`config.mk`:
```
export PLATFORM = sky130hd
export DESIGN_NAME = display_scan_controller
export DESIGN_NICKNAME = d
export VERILOG_FILES = /design/src/rtl/display_scan_controller.sv
export SDC_FILE = /design/constraint.sdc
export NUM_CORES = 1
export LEC_CHECK = 0
export CORE_MARGIN = 5
export CORE_UTILIZATION = 40
export CTS_CLUSTER_SIZE = 20
export DETAILED_ROUTE_END_ITERATION = 10
export REMOVE_ABC_BUFFERS = 1
export SLEW_MARGIN = 20
export SYNTH_ARGS = -nofsm -noshare
export SYNTH_HDL_FRONTEND = slang
export SYNTH_SLANG_ARGS = --single-unit
```
`constraint.sdc`:
```
create_clock -name clk -period 1.78 [get_ports clk]
set_input_delay 0.178 -clock clk [delete_from_list [all_inputs] [get_ports clk]]
set_output_delay 0.178 -clock clk [all_outputs]
set_load 0.01 [all_outputs]
```
`src/rtl/display_scan_controller.sv`:
```
// Seven-segment scan sequencer: binary load, double-dabble BCD
// conversion, double-buffered display, time-multiplexed digit scan.
//
// Ports:
//   clk       system clock, rising edge
//   reset     synchronous active-high reset
//   bin_in    binary value, captured when load is accepted
//   load      conversion request, accepted only while busy=0
//   blank_lz  1 = blank leading zeros (digit 0 never blanked)
//   busy      conversion in progress
//   overflow  last accepted value exceeded 10^DIGITS-1
//   bcd_out   nibble of the scanned digit, 4'hF = blank
//   anode_n   active-low one-hot digit enable
module display_scan_controller #(
  parameter int DIGITS      = 4,
  parameter int BIN_W       = 14,
  parameter int REFRESH_DIV = 100000
) (
  input  logic              clk,
  input  logic              reset,
  input  logic [BIN_W-1:0]  bin_in,
  input  logic              load,
  input  logic              blank_lz,
  output logic              busy,
  output logic              overflow,
  output logic [3:0]        bcd_out,
  output logic [DIGITS-1:0] anode_n
);

  localparam int ACC_W = 4 * DIGITS;
  localparam int IDX_W = (DIGITS > 1) ? $clog2(DIGITS) : 1;
  localparam int PRE_W = $clog2(REFRESH_DIV);
  localparam int CNT_W = $clog2(BIN_W + 1);

  function automatic logic [63:0] max_val(input int d);
    logic [63:0] v;
    v = 64'd1;
    for (int i = 0; i < d; i++) begin
      v = v * 64'd10;
    end
    return v - 64'd1;
  endfunction

  localparam logic [63:0] MAX_VAL = max_val(DIGITS);

  typedef enum logic [1:0] {
    S_IDLE,
    S_CONVERT,
    S_COMMIT
  } state_t;

  state_t             r_state;
  logic [BIN_W-1:0]   r_shift;
  logic [ACC_W-1:0]   r_acc;
  logic [CNT_W-1:0]   r_cnt;
  logic               r_sat;
  logic [ACC_W-1:0]   r_disp;

  logic [PRE_W-1:0]   r_pre;
  logic [IDX_W-1:0]   r_idx;

  logic [ACC_W-1:0]   w_adj;
  logic [63:0]        w_bin_wide;
  logic               w_too_big;
  logic               w_tick;
  logic [IDX_W-1:0]   w_next_idx;
  logic [3:0]         w_digit;
  logic               w_upper_nz;
  logic               w_blank;

  assign w_bin_wide = 64'(bin_in);
  assign w_too_big  = w_bin_wide > MAX_VAL;

  // Add-3 correction on every nibble before the shift.
  // Carries out of the top digit are dropped; saturation
  // covers every input that could produce one.
  always_comb begin
    w_adj = '0;
    for (int d = 0; d < DIGITS; d++) begin
      if (r_acc[4*d +: 4] >= 4'd5) begin
        w_adj[4*d +: 4] = r_acc[4*d +: 4] + 4'd3;
      end else begin
        w_adj[4*d +: 4] = r_acc[4*d +: 4];
      end
    end
  end

  always_ff @(posedge clk) begin
    if (reset) begin
      r_state  <= S_IDLE;
      r_shift  <= '0;
      r_acc    <= '0;
      r_cnt    <= '0;
      r_sat    <= 1'b0;
      r_disp   <= '0;
      busy     <= 1'b0;
      overflow <= 1'b0;
    end else begin
      unique case (r_state)
        S_IDLE: begin
          if (load) begin
            r_shift <= bin_in;
            r_acc   <= '0;
            r_cnt   <= '0;
            r_sat   <= w_too_big;
            busy    <= 1'b1;
            r_state <= S_CONVERT;
          end
        end
        S_CONVERT: begin
          r_acc   <= {w_adj[ACC_W-2:0], r_shift[BIN_W-1]};
          r_shift <= r_shift << 1;
          r_cnt   <= r_cnt + CNT_W'(1);
          if (r_cnt == CNT_W'(BIN_W - 1)) begin
            r_state <= S_COMMIT;
          end
        end
        S_COMMIT: begin
          r_disp   <= r_sat ? {DIGITS{4'h9}} : r_acc;
          overflow <= r_sat;
          busy     <= 1'b0;
          r_state  <= S_IDLE;
        end
        default: begin
          r_state <= S_IDLE;
        end
      endcase
    end
  end

  assign w_tick = (r_pre == PRE_W'(REFRESH_DIV - 1));

  assign w_next_idx = (r_idx == IDX_W'(DIGITS - 1))
                    ? '0
                    : r_idx + IDX_W'(1);

  assign w_digit = r_disp[{w_next_idx, 2'b00} +: 4];

  // Any nonzero digit at or above the next index
  // keeps that digit visible.
  always_comb begin
    w_upper_nz = 1'b0;
    for (int d = 0; d < DIGITS; d++) begin
      if (d >= int'(w_next_idx) &&
          r_disp[4*d +: 4] != 4'h0) begin
        w_upper_nz = 1'b1;
      end
    end
  end

  assign w_blank = blank_lz &&
                   (w_next_idx != '0) &&
                   !w_upper_nz;

  // Scan runs free of the converter; outputs load
  // together with the index so they stay aligned.
  always_ff @(posedge clk) begin
    if (reset) begin
      r_pre   <= '0;
      r_idx   <= '0;
      anode_n <= ~DIGITS'(1);
      bcd_out <= 4'h0;
    end else if (w_tick) begin
      r_pre   <= '0;
      r_idx   <= w_next_idx;
      anode_n <= ~(DIGITS'(1) << w_next_idx);
      bcd_out <= w_blank ? 4'hF : w_digit;
    end else begin
      r_pre <= r_pre + PRE_W'(1);
    end
  end

endmodule

```
==> results.json, run 1 <==
{
  "synthFlopType": "dfxtp_1",
  "antenna_found_initial": 0,
  "r2r-start": "r_idx[0]$_SDFFE_PP0N_",
  "async_flop_share_pct": 0,
  "hp-class": "in -> reg",
  "r2r_cells": 5,
  "gp_congestion": 0.805,
  "status": "completed",
  "clock_path_buffers": 2,
  "slew_headroom_pct": 50.5,
  "avgViaCountPerCell": 5.02,
  "core_area_mm2": 0.00924,
  "hold_slack_ns": 0.190,
  "fin_crit_sh_pct": 96.4,
  "clkTransAtPathRegs_ns": 0.09,
  "syn_avg_cell_area_um2": 8.78,
  "synth_edf_count": 0,
  "hold_depth": 2,
  "syn2layout_area_growth_pct": 20.9,
  "synth.most_common_cell": "dfxtp_1",
  "critPathLaunchType": "flip-flop",
  "ys_types": 46,
  "setup_violations": 0,
  "grt_overflow": 0,
  "final_nets": 506,
  "rrSetupSlack_ns": 0.06,
  "synthDominantCellAreaShare_pct": 43.5,
  "hold_violations": 0,
  "slew_viol_final": 0,
  "grt_max_degree": 33,
  "synth.yosys.seq_area_share_pct": 43.5,
  "drc_errors": 0,
  "multiInputGateArea_mm2": 0.00195,
  "grt_pass1_vias": 2902,
  "fin_skew_ns": 0.0104,
  "initial_utilization_pct": 40.9,
  "critPathCaptureType": "flip-flop",
  "vias": 3047,
  "routed_wl_um": 7930,
  "vdd_ir_drop_max_uv": 363,
  "dpl_cell_area_mm2": 0.00430,
  "yosysWarnings": 0,
  "rows": 35,
  "synth.cell_area_mm2": 0.00378,
  "dieArea_mm2": 0.0115,
  "holdPathEnd": "r_cnt[3]$_SDFFE_PP0P_",
  "hp-start": "reset",
  "layout.filler_cells": 895,
  "cts_tree": "yes",
  "synthCells": 430,
  "final_area_mm2": 0.00457,
  "arrival_ns": 1.96,
  "yosysTopAreaCell": "dfxtp_1",
  "ys_ff_latch": 82,
  "drtIter0Drc": 147,
  "drtPass1Iterations": 4,
  "power.leakage_uw": 0.00170,
  "worstSkewPairLatency_ns": 0.35,
  "maxCapViolations": 0,
  "path_max_fanout": 5,
  "clock.fmax_ghz": 0.583,
  "rr_endpoint": "bcd_out[1]$_SDFFE_PP0N_",
  "ios": 28,
  "port_buffers": 27,
  "fp.dieW_um": 107,
  "clock_sinks": 82,
  "ys_top_cells_by_count": "82 x dfxtp_1, 73 x nor2_1, 34 x a21oi_1",
  "grtUsageTotal_pct": 14.5,
  "final_layout_size_suffix_gt1_share_pct": 13.2,
  "period_needed_ns": 1.72,
  "antenna_left": 0,
  "ff_latch_area_mm2": 0.00164,
  "die_h_um": 107,
  "grt_pass1_wl_um": 13700,
  "powerDensity_mw_per_mm2": 826,
  "final_util_pct": 49.4,
  "required_ns": 2.03,
  "dpl.hpwl_um": 5600,
  "num_antenna_cells": 0,
  "cts_buffers": 9,
  "wl_per_cell_um": 13.1,
  "tightest_slew_ns": 0.739,
  "tns_ns": 0,
  "cts_root_buf": "clkbuf_8",
  "synthTopCellsByArea": "dfxtp_1 43%, nor2_1 7.3%, ha_1 5.0%",
  "htreeDepth": 3,
  "finalPower_uw": 3770,
  "critPathKind": "reg -> reg"
}
-- report_power, final --
group	leakage, µW	switching (µW)	internal [µW]
Sequential	0.000665	34.3	1880
Clock	0.000119	678	904
Combinational	0.000915	148	131
-- how the worst max path moves through the flow --
stage | start | endpoint | slack [ns] | cells past startpoint
4_1_cts | r_idx[0]$_SDFFE_PP0N_ | bcd_out[1]$_SDFFE_PP0N_ | 0.04 | 5
5_1_grt | r_idx[0]$_SDFFE_PP0N_ | bcd_out[1]$_SDFFE_PP0N_ | -0.01 | 5
6_report | r_idx[0]$_SDFFE_PP0N_ | bcd_out[1]$_SDFFE_PP0N_ | 0.06 | 5
3_5_place_dp | blank_lz | bcd_out[3]$_SDFFE_PP0N_ | 0.04 | 4
3_3_place_gp | blank_lz | bcd_out[2]$_SDFFE_PP0N_ | 0.09 | 4
2_1_floorplan | r_idx[0]$_SDFFE_PP0N_ | bcd_out[3]$_SDFFE_PP0N_ | -0.06 | 4
-- routing by layer --
metal  global-route usage [%]  up-vias  share of wire, %
li1                         -     1585                 -
met1                     20.1     1413                51
met2                     22.4       40                45
met3                     2.77        9               2.7
met4                     5.21        0               1.4
met5                        0        -                 0
-- flip-flops by register name, indices dropped and copies added (netlist names) --
name      flops
anode_n       4
bcd_out       4
busy          1
overflow      1
r_acc        16
r_cnt         4
r_disp       16
r_idx         2
r_pre        17
r_sat         1
r_shift      14
r_state       2
-- final cells by class --
class	count	area share, %
timing repair buffer	55	11.0
sequential	82	35.9
clock inverter	4	1.59
clock buffer	12	3.62
inverter	19	1.56
multi-input combinational	306	42.8
tap	129	3.53
-- stage by stage --
step           setup slack, ns  std cells
6_report                0.0647        607
2_1_floorplan          -0.0571        407
5_1_grt                -0.0119        607
4_1_cts                 0.0373        606
3_3_place_gp            0.0883        590
3_5_place_dp            0.0414        590
-- kinds of logic after synthesis --
family                     after synthesis  synth area share (%)
DFF                                     82                  43.5
AOI/OAI and AO/OA                       63                  10.3
xor gates and xnor gates                20                  4.64
adders and majority gates               15                  4.97
buffers and inverters                   42                  5.24
muxes                                   11                  4.27
and+or+nand+nor                        197                  27.1
-- critical path, cell delays in order (launching register included) --
cell and delay, ns:
dfxtp_1 0.32, ha_2 0.20, nor2_1 0.12, buf_4 0.17, mux4_2 0.51, o31a_2 0.29
-- repair_timing --
| action | in CTS | in global routing |
|---|---|---|
| setup buffers | 0 | 1 |
| gates resized for setup | 0 | 3 |
| endpoints found under the setup margin | 0 | 4 |
| hold buffers | 0 | 0 |
-- cells in the final DEF (no fill, tap or decap), types with 2 or more instances in the layout --
cell type / synthesis / routed
nor2b_1: 2 / 2
ha_1: 15 / 14
mux2i_1: 6 / 6
a21oi_1: 34 / 34
mux4_2: 4 / 4
dfxtp_1: 82 / 82
nand3_1: 16 / 16
xnor2_1: 13 / 13
o31a_2: 4 / 4
or3_1: 9 / 9
a22o_1: 9 / 9
clkbuf_8: 0 / 12
nor4_1: 19 / 19
nor4b_4: 2 / 2
inv_1: 19 / 19
xor2_1: 7 / 7
nand3b_1: 4 / 4
a211o_1: 3 / 3
bufinv_16: 0 / 2
nand4_1: 7 / 7
o21ai_0: 9 / 9
buf_12: 0 / 2
nand2b_1: 6 / 6
nand2_1: 23 / 23
nor3_1: 24 / 24
clkdlybuf4s50_1: 0 / 26
nor2_1: 73 / 73
buf_4: 2 / 26
Power figures use the tool's default switching activity.
==> run 2: changes to the inputs <==
--- a/config.mk
+++ b/config.mk
@@ -5,6 +5,7 @@
 export SDC_FILE = /design/constraint.sdc
 export NUM_CORES = 1
 export LEC_CHECK = 0
+export CAP_MARGIN = 20
 export CORE_MARGIN = 5
 export CORE_UTILIZATION = 40
 export CTS_CLUSTER_SIZE = 20
==> results of run 2 <==
The final DEF is identical to that of run 1; final timing and power are the same.
==> run 3: changes to the inputs <==
--- a/config.mk
+++ b/config.mk
@@ -6,7 +6,7 @@
 export NUM_CORES = 1
 export LEC_CHECK = 0
 export CAP_MARGIN = 20
-export CORE_MARGIN = 5
+export CORE_MARGIN = 4
 export CORE_UTILIZATION = 40
 export CTS_CLUSTER_SIZE = 20
 export DETAILED_ROUTE_END_ITERATION = 10
==> run 3 against run 2 <==
Final cell count is 3.0% lower; sequential cell count stayed put; clock-buffer cell count is 3 lower; critical path type unchanged; clock skew is 0.0046 ns lower; hold slack better by 0.088 ns; non-clock buffer count is 1 higher; routed wire length is 1.2% lower.
==> results.json, run 3 (synthesis results as in run 1) <==
{
  "grt_pass1_vias": 2849,
  "path_buf_inv": 1,
  "drtPass1Iterations": 5,
  "clock_sinks": 82,
  "path_max_fanout": 11,
  "layout_commonest_cell": "dfxtp_1",
  "drtIter0Drc": 104,
  "setup_violations": 0,
  "critPathCaptureType": "flip-flop",
  "avgViaCountPerCell": 5.17,
  "slew_viol_final": 0,
  "cts_buffers": 9,
  "ios": 28,
  "hold_depth": 2,
  "p_comb_share_pct": 8.0,
  "hold_violations": 0,
  "p_int_uw": 2640,
  "hp-start": "reset",
  "arrival_ns": 1.96,
  "p_sw_share_pct": 24.1,
  "antenna_found_initial": 0,
  "rr_endpoint": "anode_n[0]$_SDFFE_PP0N_",
  "clkPwrFrac_pct": 37.2,
  "final_layout_size_suffix_gt1_share_pct": 13.0,
  "clock_path_buffers": 2,
  "hold_slack_ns": 0.278,
  "maxCapViolations": 0,
  "critPathLaunchType": "flip-flop",
  "r2r_cells": 6,
  "critPathKind": "reg -> reg",
  "drc_errors": 0,
  "r2r-start": "r_pre[0]$_SDFF_PP0_",
  "slowest_delay_ns": 0.36,
  "critPathTopFamily": "simple AND/OR/NAND/NOR gates",
  "initial_utilization_pct": 41.1,
  "switchingPower_uw": 840,
  "largest_register_ffs": 17,
  "rows": 35,
  "required_ns": 2.06,
  "gp_congestion": 0.831,
  "grtUsageTotal_pct": 14.7,
  "path_cells": "ha_1 > and4_1 > nand4_4 > buf_4 > or2_0 > a21oi_1",
  "dr.max_layer_used": "met4",
  "wl_met3_um": 298,
  "grt_max_degree": 26,
  "vdd_ir_drop_max_uv": 366,
  "wl_met2_um": 3580,
  "wl_per_cell_um": 13.3,
  "holdPathEnd": "r_acc[11]$_SDFFE_PP0P_",
  "fp.dieW_um": 105,
  "clock.fmax_ghz": 0.596,
  "antenna_left": 0,
  "hp-class": "in -> reg",
  "power.leakage_uw": 0.00168,
  "syn2layout_area_growth_pct": 18.7,
  "final_nets": 507,
  "num_antenna_cells": 0,
  "dieArea_mm2": 0.0111,
  "status": "completed",
  "grt_pass1_wl_um": 13400,
  "worstSkewPairLatency_ns": 0.34,
  "tightest_slew_ns": 0.603,
  "cts_tree": "yes",
  "die_h_um": 105,
  "period_needed_ns": 1.68,
  "mostFrequentLayoutCells": "82 x dfxtp_1, 73 x nor2_1, 34 x a21oi_1",
  "rsz0062_at_grt": "no",
  "routed_wl_um": 7840,
  "powerDensity_mw_per_mm2": 777,
  "fin_skew_ns": 0.00588,
  "grt_overflow": 0,
  "port_buffers": 27,
  "slew_headroom_pct": 59.8,
  "htreeDepth": 3,
  "clkTransAtPathRegs_ns": 0.08,
  "fin_crit_sh_pct": 94.3,
  "core_area_mm2": 0.00920,
  "wl_met1_um": 3880,
  "final_cells": 589,
  "vias": 3048,
  "final_util_pct": 48.7,
  "dpl.hpwl_um": 5590,
  "cts_root_buf": "clkbuf_8",
  "top_regs": "r_pre (17), r_acc (16), r_disp (16)",
  "seq_power_share_pct": 54.8,
  "placedCellCount": 571,
  "rrSetupSlack_ns": 0.10,
  "critPathSlowestCell": "dfxtp_1",
  "regMostFlops": "r_pre"
}
run 3: changes by cell type in the layout (fill, tap and decap cells not counted), sizes merged:
cell and change:
buf +1, bufinv -1, clkbuf -3, clkinv +4, clkinvlp -1
run 3: layout make-up:
class	count	area [µm²]
clock inverter	6	58.8
clock buffer	9	124
timing repair buffer	56	508
tap	111	139
sequential	82	1640
fill	926	4710
inverter	19	71.3
multi-input combinational	306	1940
run 3: worst max-delay path by stage:
stage | depth (start not counted) | slack [ns] | from | to
after floorplan | 4 | -0.06 | r_idx[0]$_SDFFE_PP0N_ | bcd_out[3]$_SDFFE_PP0N_
after global placement | 4 | 0.08 | blank_lz | bcd_out[1]$_SDFFE_PP0N_
after detailed placement | 4 | 0.02 | blank_lz | bcd_out[0]$_SDFFE_PP0N_
after CTS | 6 | 0.01 | r_pre[0]$_SDFF_PP0_ | bcd_out[0]$_SDFFE_PP0N_
after global routing | 6 | 0.001 | r_pre[0]$_SDFF_PP0_ | bcd_out[2]$_SDFFE_PP0N_
final | 6 | 0.10 | r_pre[0]$_SDFF_PP0_ | anode_n[0]$_SDFFE_PP0N_
run 3: worst reg2reg max path: stages (launching register included):
cell and delay (ns):
dfxtp_1 0.36, ha_1 0.18, and4_1 0.33, nand4_4 0.20, buf_4 0.21, or2_0 0.20
a21oi_1 0.13
run 3: through the flow:
stage	power [µW]	instance area [µm²]	setup WS [ns]	TNS (ns)
floorplan	2070	3650	-0.0571	-0.228
global placement	2230	4270	0.0802	0
detailed placement	2230	4270	0.0207	0
CTS	3520	4460	0.0136	0
global route	3630	4480	0.00127	0
finish	3480	4480	0.101	0
run 3: repair_timing:
item	CTS	global route
hold buffers	0	0
resized for setup	0	1
hold endpoints to repair	0	0
setup buffers	0	3
setup endpoints to repair	0	21
run 3: metal layers:
metal	global-route usage, %	up-vias
met5	0	-
met4	5.90	0
met3	2.59	6
met2	23.1	45
met1	19.9	1402
li1	-	1595
run 3: power groups by stage:
stage	Sequential, µW	Clock [µW]	Combinational, µW
after floorplan	1950	0	126
after global placement	1950	0	278
after detailed placement	1950	0	281
after CTS	1910	1330	283
after global routing	1920	1400	314
final	1910	1290	278
